$ cat src/rtl/load_store_unit.sv
// -----------------------------------------------------------------------------
// load_store_unit
//
// Data-memory access stage placed after the ALU of a single-cycle core.
// It takes the effective address, the store data and the RISC-V funct3 of a
// load/store. It runs one req/gnt/rvalid transaction to a variable-latency
// data memory. For loads it returns sign- or zero-extended data. While an
// access is in flight it stalls the core.
//
// Parameters
//   ADDR_WIDTH      byte address width, core side and memory side
//   TIMEOUT_CYCLES  maximum REQ+WAIT cycles before a forced error completion
//                   (0 disables the timeout)
//
// Ports
//   clk, rst_n      clock, asynchronous active-low reset
//   req_valid       core presents a load/store (held until stall drops)
//   req_we          1 = store, 0 = load
//   req_funct3      RISC-V funct3 (access size and signedness)
//   req_addr        effective byte address
//   req_wdata       right-aligned store data
//   stall           core must hold PC, instruction and request
//   rdata           extended load data, qualified by resp_valid
//   resp_valid      one-cycle completion pulse
//   err             error completion (bad funct3, timeout, misaligned)
//   mem_req/mem_we/mem_addr/mem_wstrb/mem_wdata  memory request side
//   mem_gnt         memory accepted the request
//   mem_rvalid      read data valid (never in the same cycle as its gnt)
//   mem_rdata       read word
//
// Build option
//   LSU_MISALIGN_TRAP_EN  when defined, misaligned halfword/word accesses
//                         complete with err = 1 and make no memory access.
//                         When undefined, the low address bits that do not
//                         matter for the access size are ignored.
// -----------------------------------------------------------------------------
module load_store_unit #(
    parameter int ADDR_WIDTH     = 32,
    parameter int TIMEOUT_CYCLES = 64
) (
    input  logic                  clk,
    input  logic                  rst_n,

    input  logic                  req_valid,
    input  logic                  req_we,
    input  logic [2:0]            req_funct3,
    input  logic [ADDR_WIDTH-1:0] req_addr,
    input  logic [31:0]           req_wdata,

    output logic                  stall,
    output logic [31:0]           rdata,
    output logic                  resp_valid,
    output logic                  err,

    output logic                  mem_req,
    output logic                  mem_we,
    output logic [ADDR_WIDTH-1:0] mem_addr,
    output logic [3:0]            mem_wstrb,
    output logic [31:0]           mem_wdata,
    input  logic                  mem_gnt,
    input  logic                  mem_rvalid,
    input  logic [31:0]           mem_rdata
);

    typedef enum logic [1:0] {
        S_IDLE,
        S_REQ,
        S_WAIT,
        S_RESP
    } state_t;

    // The counter can step one past TIMEOUT_CYCLES when a load is granted on
    // the last allowed cycle, so leave headroom above the limit.
    localparam int CNT_W = $clog2(TIMEOUT_CYCLES + 3);

    state_t             r_state;
    state_t             w_state_next;

    logic               r_mem_we;
    logic [2:0]         r_funct3;
    logic [1:0]         r_lane;
    logic [ADDR_WIDTH-1:0] r_mem_addr;
    logic [3:0]         r_mem_wstrb;
    logic [31:0]        r_mem_wdata;
    logic [31:0]        r_rdata;
    logic               r_err;
    logic [CNT_W-1:0]   r_cnt;

    logic               w_legal;
    logic               w_misaligned;
    logic               w_access_ok;
    logic               w_timeout;
    logic [3:0]         w_wstrb;
    logic [31:0]        w_wdata;
    logic [7:0]         w_byte;
    logic [15:0]        w_half;
    logic [31:0]        w_load_data;

    // -------------------------------------------------------------------------
    // Request decode
    // -------------------------------------------------------------------------
    // NOTE: every signal written in an always_comb gets a default first so no
    // path through the block can leave it unassigned and infer a latch.
    always_comb begin
        w_legal = 1'b0;
        case (req_funct3)
            3'b000, 3'b001, 3'b010: w_legal = 1'b1;
            3'b100, 3'b101:         w_legal = ~req_we;  // LBU/LHU have no store form
            default:                w_legal = 1'b0;
        endcase
    end

`ifdef LSU_MISALIGN_TRAP_EN
    assign w_misaligned = ((req_funct3[1:0] == 2'b01) && req_addr[0]) ||
                          ((req_funct3[1:0] == 2'b10) && (req_addr[1:0] != 2'b00));
`else
    assign w_misaligned = 1'b0;
`endif

    assign w_access_ok = w_legal && !w_misaligned;

    // Store lane strobes and lane-replicated data. Loads present no strobes.
    always_comb begin
        w_wstrb = 4'b0000;
        w_wdata = 32'h0;
        if (req_we) begin
            case (req_funct3[1:0])
                2'b00: begin
                    w_wstrb = 4'b0001 << req_addr[1:0];
                    w_wdata = {4{req_wdata[7:0]}};
                end
                2'b01: begin
                    w_wstrb = req_addr[1] ? 4'b1100 : 4'b0011;
                    w_wdata = {2{req_wdata[15:0]}};
                end
                default: begin
                    w_wstrb = 4'b1111;
                    w_wdata = req_wdata;
                end
            endcase
        end
    end

    // -------------------------------------------------------------------------
    // Load data selection and extension (funct3[2] = 1 means unsigned)
    // -------------------------------------------------------------------------
    always_comb begin
        w_byte      = mem_rdata[{r_lane, 3'b000} +: 8];
        w_half      = r_lane[1] ? mem_rdata[31:16] : mem_rdata[15:0];
        w_load_data = mem_rdata;
        case (r_funct3[1:0])
            2'b00:   w_load_data = {{24{w_byte[7] & ~r_funct3[2]}}, w_byte};
            2'b01:   w_load_data = {{16{w_half[15] & ~r_funct3[2]}}, w_half};
            default: w_load_data = mem_rdata;
        endcase
    end

    // A grant or rvalid arriving on the limit cycle wins over the timeout,
    // because the FSM checks those first.
    assign w_timeout = (TIMEOUT_CYCLES != 0) &&
                       ((r_cnt + CNT_W'(1)) >= CNT_W'(TIMEOUT_CYCLES));

    // -------------------------------------------------------------------------
    // FSM: state register
    // -------------------------------------------------------------------------
    // NOTE: sequential state uses non-blocking assignments so every register
    // samples pre-edge values regardless of statement order.
    always_ff @(posedge clk or negedge rst_n) begin
        if (!rst_n) begin
            r_state <= S_IDLE;
        end else begin
            r_state <= w_state_next;
        end
    end

    // -------------------------------------------------------------------------
    // FSM: next state and handshake outputs
    // -------------------------------------------------------------------------
    always_comb begin
        w_state_next = r_state;
        mem_req      = 1'b0;
        resp_valid   = 1'b0;
        // Combinational so that a request stalls the core from its first cycle.
        stall        = req_valid && (r_state != S_RESP);

        case (r_state)
            S_IDLE: begin
                if (req_valid) begin
                    w_state_next = w_access_ok ? S_REQ : S_RESP;
                end
            end
            S_REQ: begin
                mem_req = 1'b1;
                if (mem_gnt) begin
                    w_state_next = r_mem_we ? S_RESP : S_WAIT;  // stores are posted
                end else if (w_timeout) begin
                    w_state_next = S_RESP;
                end
            end
            S_WAIT: begin
                if (mem_rvalid || w_timeout) begin
                    w_state_next = S_RESP;
                end
            end
            S_RESP: begin
                resp_valid   = 1'b1;
                w_state_next = S_IDLE;
            end
            default: w_state_next = S_IDLE;
        endcase
    end

    // -------------------------------------------------------------------------
    // Datapath registers
    // -------------------------------------------------------------------------
    always_ff @(posedge clk or negedge rst_n) begin
        if (!rst_n) begin
            r_mem_we    <= 1'b0;
            r_funct3    <= 3'b000;
            r_lane      <= 2'b00;
            r_mem_addr  <= '0;
            r_mem_wstrb <= 4'b0000;
            r_mem_wdata <= 32'h0;
            r_rdata     <= 32'h0;
            r_err       <= 1'b0;
            r_cnt       <= '0;
        end else begin
            case (r_state)
                S_IDLE: begin
                    if (req_valid) begin
                        r_rdata <= 32'h0;
                        r_err   <= !w_access_ok;
                        // A rejected request leaves the memory side untouched.
                        if (w_access_ok) begin
                            r_mem_we    <= req_we;
                            r_funct3    <= req_funct3;
                            r_lane      <= req_addr[1:0];
                            r_mem_addr  <= {req_addr[ADDR_WIDTH-1:2], 2'b00};
                            r_mem_wstrb <= w_wstrb;
                            r_mem_wdata <= w_wdata;
                        end
                    end
                end
                S_REQ: begin
                    if (!mem_gnt && w_timeout) begin
                        r_err <= 1'b1;
                    end
                end
                S_WAIT: begin
                    if (mem_rvalid) begin
                        r_rdata <= w_load_data;
                    end else if (w_timeout) begin
                        r_err <= 1'b1;
                    end
                end
                default: ;
            endcase

            if (w_state_next == S_IDLE) begin
                r_cnt <= '0;
            end else if ((r_state == S_REQ) || (r_state == S_WAIT)) begin
                r_cnt <= r_cnt + CNT_W'(1);
            end
        end
    end

    assign mem_we    = r_mem_we;
    assign mem_addr  = r_mem_addr;
    assign mem_wstrb = r_mem_wstrb;
    assign mem_wdata = r_mem_wdata;
    assign rdata     = r_rdata;
    assign err       = r_err;

endmodule

$ cat config.mk
export PLATFORM = sky130hd
export DESIGN_NAME = load_store_unit
export DESIGN_NICKNAME = d
export VERILOG_FILES = /design/src/rtl/load_store_unit.sv
export SDC_FILE = /design/constraint.sdc
export NUM_CORES = 1
export LEC_CHECK = 0
export ABC_AREA = 1
export BUFFER_PORTS_ARGS = -buffer_cell sky130_fd_sc_hd__buf_4
export CAP_MARGIN = 20
export CORE_ASPECT_RATIO = 1.1
export CORE_MARGIN = 1
export CORE_UTILIZATION = 35
export DETAILED_ROUTE_END_ITERATION = 8
export MAX_ROUTING_LAYER = met4
export PLACE_DENSITY = 0.6
export SETUP_SLACK_MARGIN = 0.2
export SLEW_MARGIN = 20
export SYNTH_ARGS = -nofsm -noshare
export SYNTH_HDL_FRONTEND = slang
export SYNTH_SLANG_ARGS = --single-unit
$ cat constraint.sdc
create_clock -name clk -period 3.9 [get_ports clk]
set_input_delay 0.39 -clock clk [delete_from_list [all_inputs] [get_ports clk]]
set_output_delay 0.39 -clock clk [all_outputs]
set_load 0.01 [all_outputs]
==> results of run 1 <==
cell families (layout without fill, tap and decap cells):
| family | count (synthesis) | count (layout) | share of synthesized area [%] |
|---|---|---|---|
| AND/OR/NAND/NOR | 373 | 373 | 28.1 |
| flip-flops | 114 | 114 | 51.4 |
| AO/OA/AOI/OAI | 106 | 106 | 11.3 |
| buffers and inverters | 76 | 287 | 6.90 |
| adder cells (fa/ha/maj) | 5 | 5 | 1.13 |
| XOR/XNOR | 4 | 4 | 0.632 |
| multiplexers | 2 | 2 | 0.361 |
| other | 1 | 2 | 0.0676 |
path summary, 6_finish.rpt:
path / start / slack [ps] / cells past startpoint / to
worst max-delay path: r_state[0]$_DFF_PN0_ / 1620 / 8 / mem_wstrb[2]$_DFFE_PN0P_
worst min-delay path: req_addr[18] / 180 / 3 / mem_addr[18]$_DFFE_PN0P_
worst max register to register: r_state[0]$_DFF_PN0_ / 1620 / 8 / mem_wstrb[2]$_DFFE_PN0P_
worst min register to register: mem_addr[10]$_DFFE_PN0P_ / 470 / 2 / mem_addr[10]$_DFFE_PN0P_
max in group asynchronous: rst_n / 2410 / 3 / r_state[0]$_DFF_PN0_
min in group asynchronous: rst_n / 470 / 2 / rdata[3]$_DFFE_PN0P_
where the power goes:
part	internal, W	switching (W)
clock network	0.00102	0.000552
registers	0.00164	0.000340
logic	0.00108	0.00133
total	0.00374	0.00223
flip-flops by register name, summed over array words and instances, names as in the netlist:
signal / cells
r_cnt: 7
r_funct3: 3
mem_wdata: 32
r_state: 2
mem_we: 1
err: 1
rdata: 32
mem_addr: 30
r_lane: 2
mem_wstrb: 4
cell usage in the layout, fill, tap and decap left out, types with 2 or more instances in the layout:
master	count
conb_1	2
a21oi_4	2
nand2_1	275
a21boi_0	7
o21ai_0	19
bufinv_16	3
o21ai_1	38
xor2_1	2
nand2_4	2
dfrtp_1	114
a21oi_1	22
inv_1	37
clkbuf_16	17
o22ai_1	2
o221ai_1	12
inv_4	2
inv_2	3
clkinv_2	6
or2_2	24
nand2_2	2
clkinv_4	3
xnor2_1	2
nor2_1	23
mux2i_1	2
nand3_1	41
nor2_4	2
buf_4	211
ha_1	5
worst max-delay path, stage by stage, from the launching register on:
cell and delay (ps):
dfrtp_1 370, inv_1 90, ha_1 250, nand2_1 120, inv_1 80, nand2_4 560
nor2_4 80, inv_2 470, o21ai_1 120
area by class of cell:
class | instances | area [um^2]
Multi-Input combinational cell | 492 | 2320
Fill cell | 1518 | 7500
Clock inverter | 14 | 163
Tap cell | 196 | 245
Timing Repair Buffer | 213 | 1610
Clock buffer | 18 | 439
Sequential cell | 114 | 2850
Inverter | 42 | 163
through the flow:
step | instances | cell area [um^2] | total power [W]
after global placement | 1055 | 7160 | 0.00439
after detailed placement | 1055 | 7160 | 0.00441
after floorplan | 682 | 5550 | 0.00336
final | 1089 | 7790 | 0.00596
after global routing | 1089 | 7790 | 0.00642
after CTS | 1088 | 7770 | 0.00601
what timing repair did:
item	4_1_cts	5_1_grt
setup buffers	0	0
hold buffers	1	0
endpoints found under the hold margin	30	0
setup endpoints to repair	0	0
routing by layer:
metal | wire (um) | vias to the layer above | part of all wire, % | global-route usage [%]
li1 | - | 2576 | - | -
met1 | 7420 | 2421 | 46 | 28.6
met2 | 7320 | 210 | 45 | 30.1
met3 | 1320 | 11 | 8.1 | 5.99
met4 | 140 | 0 | 0.86 | 5.35
met5 | 0 | - | 0 | -
==> flow_results.org, run 1 <==
** STA
- Post-layout worst setup margin :: roughly 1600 ps
- Shortest clock period the worst path allows after layout :: ~2300 ps
- Setup repair after global routing left no endpoint under its margin.
- The tightest hold path in the finished design has a slack of 181 ps.
- At the pin with the least slew margin, the transition time is about 800 ps.
- The number of hold-slack violations in the final timing report is 0.
- Setup TNS :: 0 ps
- Derived from the worst setup path, the maximum achievable clock frequency is 439 MHz.
- Final setup skew :: ~9.3 ps
- Portion of the clock cycle consumed by the worst path in the final layout :: between 50% and 60%
- Slew HR :: between 40% and 50%
- The final max-slew violation count was 0.
- Setup violators final :: 0

** Clock network
- After clock tree synthesis, the repair step resized 0 gates.
- The cell sitting at the root of the clock tree is a clkbuf_16.
- No sink is reached through more buffers than the 2 on the longest clock path.
- Maximum level of the CTS H-tree :: 4
- Clock tree synthesis found a total of approximately 110 sinks.
- TritonCTS built the clock tree.
- The clock reaches the later pin of the worst-skew pair after around 400 ps.
- TritonCTS buffer count :: 17
- After clock tree synthesis, the clock-pin slew on the worst setup and hold paths is about 60 ps.

** Logic synthesis
- In this run, synthesis produced a sequential element count of between 100 and 150.
- After synthesis, the netlist uses 35 different library cells.
- Cell accounting for the most synthesized area :: dfrtp_1
- The Yosys step of the flow raised 0 warnings.
- Async S/R FF share, synth :: 100%
- Sequential element share of the synthesized area :: between 50% and 60%
- Number of flops mapped to enable cells by yosys :: 0
- The mapped netlist covers 0.00555 mm^2.
- Leading cell types by total area after synthesis :: dfrtp_1 (51%), nand2_1 (19%), nand3_1 (3.7%)
- Of the post-synthesis cell area, the dominant cell type holds around 50%.
- Yosys instantiated no cell more often than nand2_1.
- Top cell types by occurrence after synthesis :: nand2_1 (275), dfrtp_1 (114), nand3_1 (41)
- In this run the mean area of a mapped cell was between 8 and 9 um^2.
- Post-Syn Instances :: between 600 and 700
- Among all flip-flop cells after synthesis, the most frequent one is dfrtp_1.

** Setup path
- At the worst endpoint, the required time is 4170 ps.
- Highest fanout seen on the critical path :: 70
- CP Class :: reg -> reg
- Arrival time of the worst setup path :: 2540 ps
- STA classifies the critical path endpoint as a flip-flop.
- Type of origin of the critical path :: flip-flop

** Cells and area
- The repair_antennas step left the layout with diodes totalling 0.
- The post-route netlist has a little under a third of its cells at a drive strength greater than 1.
- Once layout is complete, the utilization of the core stands at 51.0%.
- Area Overhead vs Synth :: 40.5%
- Net total in the final layout :: 990

** Power
- Max VDD drop :: approximately 0.34 mV
- In this run the power density over the cells is about 770 mW/mm^2.
- For this design the static power due to leakage is around 4.2 nW.

** Detailed routing
- The first routing iteration left approximately 370 violations.
- In the routed design, unresolved DRC markers number 0.
- Dividing the detail-routed via count by the number of cells gives 4.79.
- Average detailed-routed wire length per instance :: 14.9 um
- For this block, the routed nets add up to about 16000 um of wire.
- In this run the remaining antenna-violating nets after routing total 0.
- The first detailed-routing pass took 5 iterations.
- Detailed-route via count :: 5218

** Floorplan
- Total number of placement rows :: between 40 and 50
- During I/O placement, the number of pins put on the boundary was 210.
- Initial Utilization :: between 30% and 40%
- The core region is between 0.015 and 0.02 mm^2.
- The die is roughly 120 um wide.
- Die Span Y :: 134 um
- The die covers approximately 0.016 mm^2.

** GRT
- After global routing the overflow that remains totals 0.
- Largest net degree at the start of global routing :: 71
- Global-route usage over all layers :: 20.9%
- Global-route wire length before repair :: 25700 um
- Antenna violations before repair :: 0
- The number of global-route vias before repair is around 5000.

** Place
- Number of port buffers :: 207
- Summed over all nets, the half-perimeter wirelength after detailed placement is around 12000 um.
- Prior to clock tree synthesis, the placed netlist has a worst setup slack of approximately 1500 ps.
- Final weighted congestion of routability-driven global placement :: between 0.8 and 0.9

** Min path
- The path class of the tightest hold or removal check is in -> reg.

** Run status
- Status :: completed

** Job
- Across the run, the number of max-cap violations was 0.
Note: power is estimated with default switching activity, not from simulation.
==> run 2, diff against run 1 <==
--- a/config.mk
+++ b/config.mk
@@ -13,7 +13,7 @@
 export CORE_UTILIZATION = 35
 export DETAILED_ROUTE_END_ITERATION = 8
 export MAX_ROUTING_LAYER = met4
-export PLACE_DENSITY = 0.6
+export PLACE_DENSITY = 0.63
 export SETUP_SLACK_MARGIN = 0.2
 export SLEW_MARGIN = 20
 export SYNTH_ARGS = -nofsm -noshare
==> constraint.sdc (replaced) <==
create_clock -name clk -period 2 [get_ports clk]
set_input_delay 0.2 -clock clk [delete_from_list [all_inputs] [get_ports clk]]
set_output_delay 0.2 -clock clk [all_outputs]
set_load 0.01 [all_outputs]
==> run 2 against run 1 <==
Against the previous run: wire length up 5.5%; largest cell class unchanged; largest power group unchanged; via count up 4.7%; clock power grew 90%; critical endpoint is now mem_wdata[19]$_DFFE_PN0P_; sequential cell count stayed put; cell area increased by 6.1%; sequential power up 91%.
==> flow_results.org, run 2 (synthesis gave the netlist of run 1 again) <==
** Detailed routing
- Detailed-route via count :: 5465 (was 5218)
- Average detailed-routed wire length per instance :: 15.1 um (was 14.9 um)
- The first-pass detailed-route iteration total came to 5 (unchanged).
- The detailed router's first-iteration violation count is 337 (was 371).
- Uppermost layer routed :: met4 (unchanged)
- Detailed-route DRC error count :: 0 (unchanged)
- The remaining antenna violation count was 0 (unchanged).
- Detailed-routing wirelength on met1 :: 7310 um (was 7420 um)
- Wire length on met3 :: 1350 um (was 1320 um)
- The met2 wirelength from detailed routing came to 8020 um (was 7320 um).
- Per-cell via count in the routed design :: 4.83 (was 4.79)
- Detailed-route wire length :: 17100 um (was 16200 um)

** STA
- Slew HR :: 60.1% (was 45.6%)
- Setup repair after global routing missed its margin: false (unchanged).
- Peak clock frequency supported by timing :: 610 MHz (was 439 MHz)
- Actual slew at the worst max-slew pin :: 595 ps (was 816 ps)
- Setup TNS :: 0 ps (unchanged)
- Setup violators final :: 0 (unchanged)
- Final setup skew :: 15.3 ps (was 9.34 ps)
- The number of hold-slack violations in the final timing report is 0 (unchanged).
- The worst hold-check slack was 31.0 ps (was 181 ps).
- Portion of the clock cycle consumed by the worst path in the final layout :: 82.0% (was 58.4%)
- Final-report max-slew violation count :: 0 (unchanged)
- The final period demand of the worst path was 1640 ps (was 2280 ps).

** Min path
- Endpoint with the worst hold slack :: r_funct3[2]$_DFFE_PN0P_ (was mem_addr[18]$_DFFE_PN0P_)
- Min-delay src :: req_funct3[2] (was req_addr[18])
- The classification of the worst-slack hold path was in -> reg (unchanged).
- The hold path depth was 3 (unchanged).

** Place
- The post-DP HPWL was 12000 um (was 11600 um).
- The count of input and output buffers came to 207 (unchanged).
- The cell count after placement came to 1062 (was 1055).
- The placer congestion estimate was 0.862 (was 0.861).

** Cells and area
- The number of inserted filler cells in the final layout is 1492 (was 1518).
- The number of nets at the end of the flow is 1032 (was 990).
- The number of non-filler instances in the completed layout was 1131 (was 1089).
- Commonest cells after routing, fill and taps aside: nand2_1 (274), buf_4 (214), dfrtp_1 (113) (was nand2_1 (275), buf_4 (211), dfrtp_1 (114)).
- Total inserted antenna cells :: 0 (unchanged)
- Fraction of final layout cells sized beyond drive strength 1 :: 32.2% (was 31.8%)
- Most common library cell in the layout ignoring fill and taps :: nand2_1 (unchanged)
- Area Overhead vs Synth :: 49.1% (was 40.5%)
- Core occupancy in the finished layout :: 54.1% (was 51.0%)

** GRT
- The maximum number of pins on one net before global-route repair was 58 (was 71).
- Global-route usage over all layers :: 22.1% (was 20.9%)
- The global-route wire length before repair was 26900 um (was 25700 um).
- Number of global-route vias before repair :: 5418 (was 4986)
- The number of antenna violations at the first check in global routing is 0 (unchanged).
- Residual overflow from global routing :: 0 (unchanged)

** Clock network
- Root Driver :: clkbuf_16 (unchanged)
- The number of buffers created by CTS is 17 (unchanged).
- Clock-pin transition on the worst setup and hold timing paths :: 50 ps (was 60 ps)
- The TritonCTS clock tree is built (unchanged).
- The insertion delay to the later sink of the worst-skew pair came to 420 ps (was 400 ps).
- Maximum level of the CTS H-tree :: 4 (unchanged)
- Clock sinks :: 114 (unchanged)
- Maximum number of buffers from clock root to sink :: 2 (unchanged)

** Setup path
- The worst setup path category is reg -> reg (unchanged).
- The required time at the worst-slack endpoint came to 2340 ps (was 4170 ps).
- The largest fanout of any net on the critical path was 31 (was 70).
- The capturing element type of the critical path is a flip-flop (unchanged).
- The data arrival time of the critical path was 1980 ps (was 2540 ps).
- Cell type of the slowest stage on the worst timing path :: dfrtp_1 (was nand2_4)
- The type of origin of the critical path is a flip-flop (unchanged).
- CP max stage delay :: 430 ps (was 560 ps)
- Register-to-Register Setup Slack :: 360 ps (was 1620 ps)
- The endpoint of the most critical register-to-register path is mem_wdata[19]$_DFFE_PN0P_ (was mem_wstrb[2]$_DFFE_PN0P_).
- The category of cells accounting for the largest share of critical-path delay was buffers and inverters (was simple AND/OR/NAND/NOR gates).
- The worst reg2reg path depth was 9 (was 8).
- Total buffers and inverters traversed by the critical path :: 4 (was 3)
- Worst-path cell chain: inv_1 -> ha_2 -> nand2_1 -> inv_2 -> nand2_4 -> nor2_4 -> inv_2 -> buf_12 -> o21ai_1 (was inv_1 -> ha_1 -> nand2_1 -> inv_1 -> nand2_4 -> nor2_4 -> inv_2 -> o21ai_1).
- The most frequent cell on the critical path is inv_2 (was inv_1).
- The launch point of the worst reg-to-reg path is r_state[1]$_DFF_PN0_ (was r_state[0]$_DFF_PN0_).

** Floorplan
- Core ar. :: 0.0153 mm^2 (unchanged)
- Initial Utilization :: 36.3% (unchanged)
- Die Span Y :: 134 um (unchanged)
- The number of core rows is 47 (unchanged).
- The die outline area came to 0.0164 mm^2 (unchanged).
- The number of top-level pins was 210 (unchanged).
- The width of the chip was 122 um (unchanged).

** Power
- PnR Total Power :: 0.0118 W (was 0.00596 W)
- The leakage component of the power came to 4.39 nW (was 4.20 nW).
- Total power per unit cell area :: 1430 mW/mm^2 (was 765 mW/mm^2)
- Max VDD drop :: 0.688 mV (was 0.343 mV)

** Job
- The number of max-cap violations is 0 (unchanged).

** Run status
- Status: completed (unchanged).
==> run 2: final cells by class <==
cell class,instances,area [um^2],area share (%)
Multi-Input combinational cell,493,2330,28.2
Clock inverter,13,136,1.65
Sequential cell,114,2850,34.5
Tap cell,196,245,2.97
Timing Repair Buffer,254,2090,25.2
Inverter,42,163,1.97
Clock buffer,19,453,5.48
==> run 2: repair_timing <==
item | CTS | global route
setup endpoints to repair | 0 | 71
resized for setup | 0 | 6
hold endpoints to repair | 65 | 0
hold buffers | 32 | 0
buffers inserted | 0 | 4
==> run 2: worst min-delay path, delay by kind of cell <==
kind / cells / cell delay, ps
AO/OA/AOI/OAI: 1 / 60
AND/OR/NAND/NOR: 1 / 50
buffers and inverters: 1 / 100
==> run 2: layer usage <==
layer,global-route usage (%),vias up
met4,8.85,0
li1,-,2675
met2,34.5,231
met3,6.25,29
met1,26.9,2530
met5,-,-
==> run 2: worst max path at each step <==
stage	start	endpoint	depth (start not counted)
2_1_floorplan	r_state[0]$_DFF_PN0_	rdata[10]$_DFFE_PN0P_	8
3_3_place_gp	r_state[0]$_DFF_PN0_	r_cnt[3]$_DFFE_PN0P_	9
3_5_place_dp	r_state[0]$_DFF_PN0_	r_cnt[3]$_DFFE_PN0P_	9
4_1_cts	r_state[0]$_DFF_PN0_	r_cnt[6]$_DFFE_PN0P_	9
5_1_grt	r_state[1]$_DFF_PN0_	mem_wdata[11]$_DFFE_PN0P_	9
6_report	r_state[1]$_DFF_PN0_	mem_wdata[19]$_DFFE_PN0P_	9
==> run 2: through the flow <==
step / area, um^2 / setup WS [ps]
after global routing: 8270 / 203
after detailed placement: 7310 / 249
after CTS: 8220 / 232
after global placement: 7310 / 309
final: 8270 / 360
after floorplan: 5550 / 503
==> run 2: report_power, final <==
part           internal [W]  leakage (nW)  switching, W  total, W
Clock               0.00189         0.281       0.00110   0.00299
Sequential          0.00321          1.47      0.000580   0.00379
Combinational       0.00226          2.63       0.00275   0.00502
